$ cat src/rtl/countdown_timer_ctrl.sv
// mm:ss BCD countdown timer controller: samples the 1 Hz / 100 Hz square waves as data,
// debounces start/clear on the 100 Hz tick and drives registered digits plus status.
module countdown_timer_ctrl #(
   parameter int DEB_SAMPLES = 4
) (
   input  logic        clk,
   input  logic        rst,
   input  logic        clk_1,
   input  logic        clk_100,
   input  logic        btn_start,
   input  logic        btn_clear,
   input  logic [15:0] preset_bcd,
   output logic [15:0] digits,
   output logic        running,
   output logic        done,
   output logic        alarm_pulse,
   output logic        blink
);

   typedef enum logic [1:0] {
      IDLE  = 2'd0,
      RUN   = 2'd1,
      PAUSE = 2'd2,
      DONE  = 2'd3
   } state_t;

   function automatic logic [15:0] sanitize_bcd(input logic [15:0] p);
      logic [3:0] mt, mu, st, su;
      mt = (p[15:12] > 4'd9) ? 4'd9 : p[15:12];
      mu = (p[11:8]  > 4'd9) ? 4'd9 : p[11:8];
      st = (p[7:4]   > 4'd5) ? 4'd5 : p[7:4];
      su = (p[3:0]   > 4'd9) ? 4'd9 : p[3:0];
      return {mt, mu, st, su};
   endfunction

   // 00:00 is returned unchanged so the borrow chain never wraps min_tens.
   function automatic logic [15:0] bcd_decrement(input logic [15:0] d);
      logic [3:0] mt, mu, st, su;
      mt = d[15:12];
      mu = d[11:8];
      st = d[7:4];
      su = d[3:0];
      if (d == 16'h0000) begin
         su = 4'd0;
      end else if (su != 4'd0) begin
         su = su - 4'd1;
      end else begin
         su = 4'd9;
         if (st != 4'd0) begin
            st = st - 4'd1;
         end else begin
            st = 4'd5;
            if (mu != 4'd0) begin
               mu = mu - 4'd1;
            end else begin
               mu = 4'd9;
               mt = mt - 4'd1;
            end
         end
      end
      return {mt, mu, st, su};
   endfunction

   function automatic logic deb_level(input logic [DEB_SAMPLES-1:0] sh, input logic cur);
      if (&sh) begin
         return 1'b1;
      end else if (~|sh) begin
         return 1'b0;
      end else begin
         return cur;
      end
   endfunction

   // bit 0 = s1, bit 1 = s2, bit 2 = s3 (previous value)
   logic [2:0]             clk1_sync_r, clk100_sync_r, start_sync_r, clear_sync_r;
   logic [DEB_SAMPLES-1:0] start_shift_r, clear_shift_r;
   logic                   start_level_r, clear_level_r, start_prev_r, clear_prev_r;
   logic [DEB_SAMPLES-1:0] start_shift_next_s, clear_shift_next_s;
   logic                   tick_1_s, tick_100_s, start_press_s, clear_press_s;
   logic [15:0]            preset_san_s, dec_s;
   state_t                 state_r;
   logic [15:0]            digits_r;
   logic                   running_r, done_r, alarm_r, blink_r;

   assign tick_1_s           = clk1_sync_r[1] & ~clk1_sync_r[2];
   assign tick_100_s         = clk100_sync_r[1] & ~clk100_sync_r[2];
   assign start_shift_next_s = {start_shift_r[DEB_SAMPLES-2:0], start_sync_r[2]};
   assign clear_shift_next_s = {clear_shift_r[DEB_SAMPLES-2:0], clear_sync_r[2]};
   assign start_press_s      = start_level_r & ~start_prev_r;
   assign clear_press_s      = clear_level_r & ~clear_prev_r;
   assign preset_san_s       = sanitize_bcd(preset_bcd);
   assign dec_s              = bcd_decrement(digits_r);

   // Two-stage synchronisers plus previous-value flop for every asynchronous input.
   always_ff @(posedge clk or posedge rst) begin
      if (rst) begin
         clk1_sync_r   <= 3'b000;
         clk100_sync_r <= 3'b000;
         start_sync_r  <= 3'b000;
         clear_sync_r  <= 3'b000;
      end else begin
         clk1_sync_r   <= {clk1_sync_r[1], clk1_sync_r[0], clk_1};
         clk100_sync_r <= {clk100_sync_r[1], clk100_sync_r[0], clk_100};
         start_sync_r  <= {start_sync_r[1], start_sync_r[0], btn_start};
         clear_sync_r  <= {clear_sync_r[1], clear_sync_r[0], btn_clear};
      end
   end

   // Button debounce sampled on the 100 Hz tick; press is the rising edge of the level.
   always_ff @(posedge clk or posedge rst) begin
      if (rst) begin
         start_shift_r <= '0;
         clear_shift_r <= '0;
         start_level_r <= 1'b0;
         clear_level_r <= 1'b0;
         start_prev_r  <= 1'b0;
         clear_prev_r  <= 1'b0;
      end else begin
         if (tick_100_s) begin
            start_shift_r <= start_shift_next_s;
            clear_shift_r <= clear_shift_next_s;
            start_level_r <= deb_level(start_shift_next_s, start_level_r);
            clear_level_r <= deb_level(clear_shift_next_s, clear_level_r);
         end else begin
            start_shift_r <= start_shift_r;
            clear_shift_r <= clear_shift_r;
            start_level_r <= start_level_r;
            clear_level_r <= clear_level_r;
         end
         start_prev_r <= start_level_r;
         clear_prev_r <= clear_level_r;
      end
   end

   // Timer FSM with registered outputs decoded from the next state.
   always_ff @(posedge clk or posedge rst) begin
      if (rst) begin
         state_r   <= IDLE;
         digits_r  <= 16'h0000;
         running_r <= 1'b0;
         done_r    <= 1'b0;
         alarm_r   <= 1'b0;
         blink_r   <= 1'b1;
      end else begin
         alarm_r <= 1'b0;
         case (state_r)
            IDLE: begin
               digits_r <= preset_san_s;
               done_r   <= 1'b0;
               blink_r  <= 1'b1;
               if (start_press_s && !clear_press_s && (preset_san_s != 16'h0000)) begin
                  state_r   <= RUN;
                  running_r <= 1'b1;
               end else begin
                  state_r   <= IDLE;
                  running_r <= 1'b0;
               end
            end
            RUN: begin
               if (clear_press_s) begin
                  state_r   <= IDLE;
                  digits_r  <= preset_san_s;
                  running_r <= 1'b0;
               end else if (tick_1_s && (dec_s == 16'h0000)) begin
                  state_r   <= DONE;
                  digits_r  <= 16'h0000;
                  running_r <= 1'b0;
                  done_r    <= 1'b1;
                  alarm_r   <= 1'b1;
                  blink_r   <= 1'b1;
               end else begin
                  digits_r <= tick_1_s ? dec_s : digits_r;
                  if (start_press_s) begin
                     state_r   <= PAUSE;
                     running_r <= 1'b0;
                  end else begin
                     state_r   <= RUN;
                     running_r <= 1'b1;
                  end
               end
            end
            PAUSE: begin
               if (clear_press_s) begin
                  state_r  <= IDLE;
                  digits_r <= preset_san_s;
               end else if (start_press_s) begin
                  state_r   <= RUN;
                  running_r <= 1'b1;
               end else begin
                  state_r <= PAUSE;
               end
            end
            DONE: begin
               digits_r <= 16'h0000;
               if (clear_press_s) begin
                  state_r  <= IDLE;
                  digits_r <= preset_san_s;
                  done_r   <= 1'b0;
                  blink_r  <= 1'b1;
               end else if (tick_1_s) begin
                  blink_r <= ~blink_r;
               end else begin
                  blink_r <= blink_r;
               end
            end
            default: begin
               state_r   <= IDLE;
               digits_r  <= 16'h0000;
               running_r <= 1'b0;
               done_r    <= 1'b0;
               blink_r   <= 1'b1;
            end
         endcase
      end
   end

   assign digits      = digits_r;
   assign running     = running_r;
   assign done        = done_r;
   assign alarm_pulse = alarm_r;
   assign blink       = blink_r;

endmodule

$ cat config.mk
export PLATFORM = sky130hd
export DESIGN_NAME = countdown_timer_ctrl
export DESIGN_NICKNAME = d
export VERILOG_FILES = /design/src/rtl/countdown_timer_ctrl.sv
export SDC_FILE = /design/constraint.sdc
export NUM_CORES = 1
export LEC_CHECK = 0
export BUFFER_PORTS_ARGS = -buffer_cell sky130_fd_sc_hd__buf_2
export CAP_MARGIN = 15
export CORE_MARGIN = 3
export CORE_UTILIZATION = 45
export DETAILED_ROUTE_END_ITERATION = 7
export PLACE_DENSITY = 0.66
export SLEW_MARGIN = 20
export SYNTH_ARGS = -nofsm -noshare
export SYNTH_HDL_FRONTEND = slang
export SYNTH_SLANG_ARGS = --single-unit
$ cat constraint.sdc
create_clock -name clk -period 4.8 [get_ports clk]
set_input_delay 0.96 -clock clk [delete_from_list [all_inputs] [get_ports clk]]
set_output_delay 0.96 -clock clk [all_outputs]
set_load 0.01 [all_outputs]
Word level (Yosys, flattened, before mapping)

Index checks and enable logic that the tools add are counted.

Input bits: 22
Latch bits: 0
RAM bits: 0
Output and inout bits: 20
Bits in read-only memories: 0
Logic and storage cells: 121
Memories: 0
Register bits after elaboration: 44

Bitwise gates (word level): 9
Multiplexer cells: 52
Reductions and logical operators: 23
Shift operators: 0
$mul: 0
Eq/ne operators: 13
Add/subtract/negate cells: 4
Div/mod/pow operators: 0
$lt $le $gt $ge: 4

Operators by type and width:

| operator                                                       | count |
|---|---|
| two-way mux 16 bit                                             | 5 |
| two-way mux 4 bit                                              | 17 |
| case mux 16 bit (4 select lines)                               | 1 |
| zero test 16 bit                                               | 2 |
| two-way mux 1 bit                                              | 19 |
| != test 2 bit (second input constant)                          | 8 |
| AND reduction 4 bit                                            | 4 |
| nonzero test 16 bit                                            | 1 |
| subtractor 4 x 1 -> 4 bit (second input constant)              | 4 |
| greater-than comparator 4 bit (second input constant)          | 3 |
| two-way mux 2 bit                                              | 6 |
| nonzero test 4 bit                                             | 3 |
| case mux 1 bit (3 select lines)                                | 3 |
| case mux 2 bit (4 select lines)                                | 1 |
| OR reduction 4 bit                                             | 2 |
| AND reduction 2 bit                                            | 3 |
| nonzero test 3 bit                                             | 2 |
| NOT 1 bit                                                      | 5 |
| AND 1 bit                                                      | 4 |
| == test 2 bit (second input constant)                          | 2 |
| greater-than comparator 4 x 3 -> 1 bit (second input constant) | 1 |
| != test 4 bit (second input constant)                          | 1 |
| logical AND 1 bit                                              | 3 |
| != test 3 bit (second input constant)                          | 1 |
| other kinds (4)                                                | 4 |

Depth between registers and ports, before layout

Depth after elaboration: 10
Depth in mapped cells: 10
Mapped depth without buffers: 8

Worst setup path before layout

Ideal clock, no wire load.

Path kind: register -> register
From: register digits_r[0] (netlist: digits[0])
To: register done_r (netlist: done)
Required time: 4697 ps
Cell stages (with the launch flop): 11
Library setup time: 103 ps
Buffers on the path: 2
Arrival time: 3433 ps
Path slack: 1263 ps
Clock period less this slack: 3537 ps
Path through: dfrtp_1 > inv_1 > ha_1 > or3b_1 > buf_2 > or4_1 > buf_2 > o32a_1 > or4_1 > or4b_4 > o41ai_2

Word-level cells in the longest chain between the ends: 7
Elaborated cells between the ends (all ways): 15
Those cells by class: 1 x add/sub; 1 x eq/ne; 8 x mux; 5 x reduce/logical

Ends and longest elaborated chain:

| element                                                         | line   | source |
|---|---|---|
| start: declaration                                              | 82     | `logic [15:0] digits_r;` |
| start signal: assignment                                        | 148    | `digits_r <= preset_san_s;` |
| start signal: assignment                                        | 162    | `digits_r <= preset_san_s;` |
| start signal: assignment                                        | 172    | `digits_r <= tick_1_s ? dec_s : digits_r;` |
| subtractor 4 x 1 -> 4 bit or nonzero test 4 bit (tied branches) | 46, 45 |  |
| two-way mux 4 bit                                               | 45     | `end else if (su != 4'd0) begin` |
| two-way mux 4 bit                                               | 43     | `if (d == 16'h0000) begin` |
| zero test 16 bit *                                              | 164    | `end else if (tick_1_s && (dec_s == 16'h0000)) begin` |
| logical AND 1 bit *                                             | 164    |  |
| != test 2 bit (no source line) *                                | --     |  |
| AND reduction 4 bit (no source line) *                          | --     |  |
| end signal: assignment                                          | 149    | `done_r <= 1'b0;` |
| end signal: assignment                                          | 168    | `done_r <= 1'b1;` |
| end signal: assignment                                          | 198    | `done_r <= 1'b0;` |
| end: declaration                                                | 83     | `logic running_r, done_r, alarm_r, blink_r;` |

Mark *: on every way between the ends. The rest lies on a longest branch, timed or not.
A chain may end at the register's enable or synchronous reset.

Final worst setup path

Same ends and word-level chain as after synthesis.

==> metrics.md <==
| Metric | Value |
|---|---|
| Share of cells above drive strength 1 | `17.3%` |
| Gr usage total | `a little over a fifth` |
| Most area-hungry cell type in the Yosys netlist | `dfrtp_1` |
| Die Wd | `82.5 µm` |
| Internal power | `591 µW` |
| Ys flop type | `dfrtp_1` |
| Crit. End Element | `flop` |
| DRC | `0` |
| Clock slew at reported path FFs | `0.09 ns` |
| Min Tclk post-route | `3.72 ns` |
| Outcome | `finished clean` |
| Most common cell in the netlist | `dfrtp_1` |
| Clock Path Buffers | `2` |
| Most area-consuming cells after synthesis | `dfrtp_1, nand2_1, o21ai_0` |
| CTS tree | `done` |
| Largest net degree at the start of global routing | `45` |
| Antenna viol nets, final | `0` |
| Hpwl dp | `4.91 mm` |
| Path category of the worst min-delay check | `reg2reg` |
| Die H | `82.5 µm` |
| DR pass1 iterations | `5` |
| R2R depth | `8` |
| Die area | `between 6000 and 7000 µm²` |
| Total power | `roughly 810 µW` |
| Max-capacitance violation count | `0` |
| YS warnings | `0` |
| Slew margin rel. | `36.0%` |
| Clock latency on the worst-skew pair | `0.30 ns` |
| Slew @ Worst Pin | `0.949 ns` |
| Initial antenna violation count | `0` |
| Number of H-tree levels | `2` |
| Via density per instance | `roughly 5.9` |
| Initial core utilization | `a little under half` |
| Synth top area share | `40.9%` |
| Layout area overhead | `13.7%` |
| Final setup vio count | `0` |
| Diodes inserted | `0` |
| Fin crit share | `77.6%` |
| Comb power frac | `13.0%` |
| Sequential fraction of the synthesis area | `41.9%` |
| Hold buffers post-CTS | `0` |
| CP Max Fanout | `7` |
| CP Data Required Time | `between 4 and 5 ns` |
| Post-synth EDFFs | `0` |
| Total number of vias | `2424` |
| Setup Skew | `0.00672 ns` |
| Worst Setup Path Type | `reg2reg` |
| Switching portion of total power | `between 20% and 30%` |
| Startpoint Class | `flop` |
| Fmax | `269 MHz` |
| IR drop worst, VDD | `between 150 and 200 µV` |
| Core box area | `5570 µm²` |
| NumNets Final | `371` |
| Ports | `42` |
| CTS root buf | `clkbuf_8` |
| Clock share of power | `35.8%` |
| Placer Congestion | `a little under 0.9` |
| Synthesized flop and latch total | `44` |
| Asr flop ratio synth | `100%` |
| Setup Fix Bufs, Post-CTS | `0` |
| Reg power frac | `51.2%` |
| First-pass GRT wire length | `11.0 mm` |
| Post-Syn Area | `around 2600 µm²` |
| Hold Path Stages | `0` |
| PD cells | `between 200 and 300 nW/µm²` |
| Post-route setup TNS | `0 ns` |
| Post-CTS sizing | `0` |
| Worst EP arrival | `3.91 ns` |
| Synth cell count leaders | `dfrtp_1, nand2_1, nor2_1, o21ai_0, a21oi_1` |
| Syn Area/Cell | `roughly 8.6 µm²` |
| DRC marker count from the first detailed-route iteration | `about 220` |
| Wirelength, routed | `6.74 mm` |
| Fillcell total | `555` |
| Post-synth cell types | `53` |
| Max-slew violation count | `0` |
| PortBufs | `between 40 and 50` |
| Drt wl/cell | `16.3 µm` |
| Sw power | `221 µW` |
| Pleak | `between 0.001 and 0.0015 µW` |
| CTS Buf Count | `5` |
| Total gr overflow | `0` |
| Clock Sink Count | `44` |
| RSZ-0062 raised after global routing | `no` |
| Syn_nets | `336` |
| Hold Fails Final Rpt | `0` |
| Vias in the first global route | `2198` |
| Rows | `27` |
| Mapped Cells | `between 300 and 400` |
[power by group through the flow]
stage               sequential [µW]  combinational (µW)  clock [µW]
floorplan                       418                68.3           0
global placement                421                 105           0
detailed placement              422                 106           0
CTS                             415                 106         298
global route                    420                 119         312
finish                          416                 106         291
[final cells by class]
| cell class | instances | area [µm²] | share of cell area [%] |
|---|---|---|---|
| Clock buffer | 5 | 68.8 | 2.30 |
| Clock inverter | 3 | 46.3 | 1.55 |
| Inverter | 12 | 45.0 | 1.51 |
| Multi-Input combinational cell | 234 | 1420 | 47.4 |
| Sequential cell | 44 | 1100 | 36.9 |
| Tap cell | 72 | 90.1 | 3.01 |
| Timing Repair Buffer | 43 | 220 | 7.37 |
[layer usage]
metal / wire length [µm] / share of wire [%] / global-route usage (%)
met5: 0 / 0 / 0
met4: 61 / 0.90 / 5.81
met3: 460 / 6.8 / 4.01
met2: 3030 / 45 / 31.7
met1: 3190 / 47 / 31.1
[sequential cells by signal (all words and copies together) (netlist names), 2 cells and up]
register and cells:
clk1_sync_r 3, state_r 2, clear_sync_r 3, start_shift_r 3, clk100_sync_r 3, digits 16
start_sync_r 3, clear_shift_r 3
[kinds of logic after synthesis]
kind of cell,synth area share [%]
simple gates,23.4
compound gates,22.3
flops,41.9
buf+inv,4.23
fa+ha+maj,4.66
mux,3.14
xor+xnor,0.333
[path summary, 6_finish.rpt]
kind,startpoint,endpoint,slack [ns]
worst max-delay path,digits[0],done,1.08
worst min-delay path,start_sync_r[1],start_sync_r[2],0.35
worst max register to register,digits[0],done,1.08
worst min register to register,start_sync_r[1],start_sync_r[2],0.35
max in group asynchronous,rst,digits[2],3.40
min in group asynchronous,rst,clk100_sync_r[0],0.85
[cells in the final DEF (no fill, tap or decap), types with 6 or more instances in the layout]
master     n
a21oi_1   23
buf_2     41
dfrtp_1   43
ha_1       9
inv_1     11
mux2i_1    6
nand2_1   37
nand2b_1   7
nor2_1    32
nor3_1    10
o21ai_0   27
or4_1      6
[metrics by stage]
| step | hold slack, ns | std cells | setup WS [ns] | area (µm²) | utilization [%] |
|---|---|---|---|---|---|
| global route | 0.365 | 413 | 0.918 | 2990 | 53.6 |
| finish | 0.354 | 413 | 1.08 | 2990 | 53.6 |
| CTS | 0.356 | 413 | 1.12 | 2990 | 53.6 |
| global placement | 0.333 | 405 | 1.22 | 2870 | 51.6 |
| floorplan | 0.331 | 305 | 1.26 | 2630 | - |
| detailed placement | 0.335 | 405 | 1.15 | 2870 | 51.6 |
[worst max-delay path, cell delays in order, from the launching register on]
cell	delay [ns]
dfrtp_1	0.43
inv_1	0.17
ha_1	0.23
or3b_1	0.47
or4_1	0.60
o32a_1	0.35
or4_1	0.52
or4b_4	0.56
o41ai_2	0.27
Power figures use the tool's default switching activity.
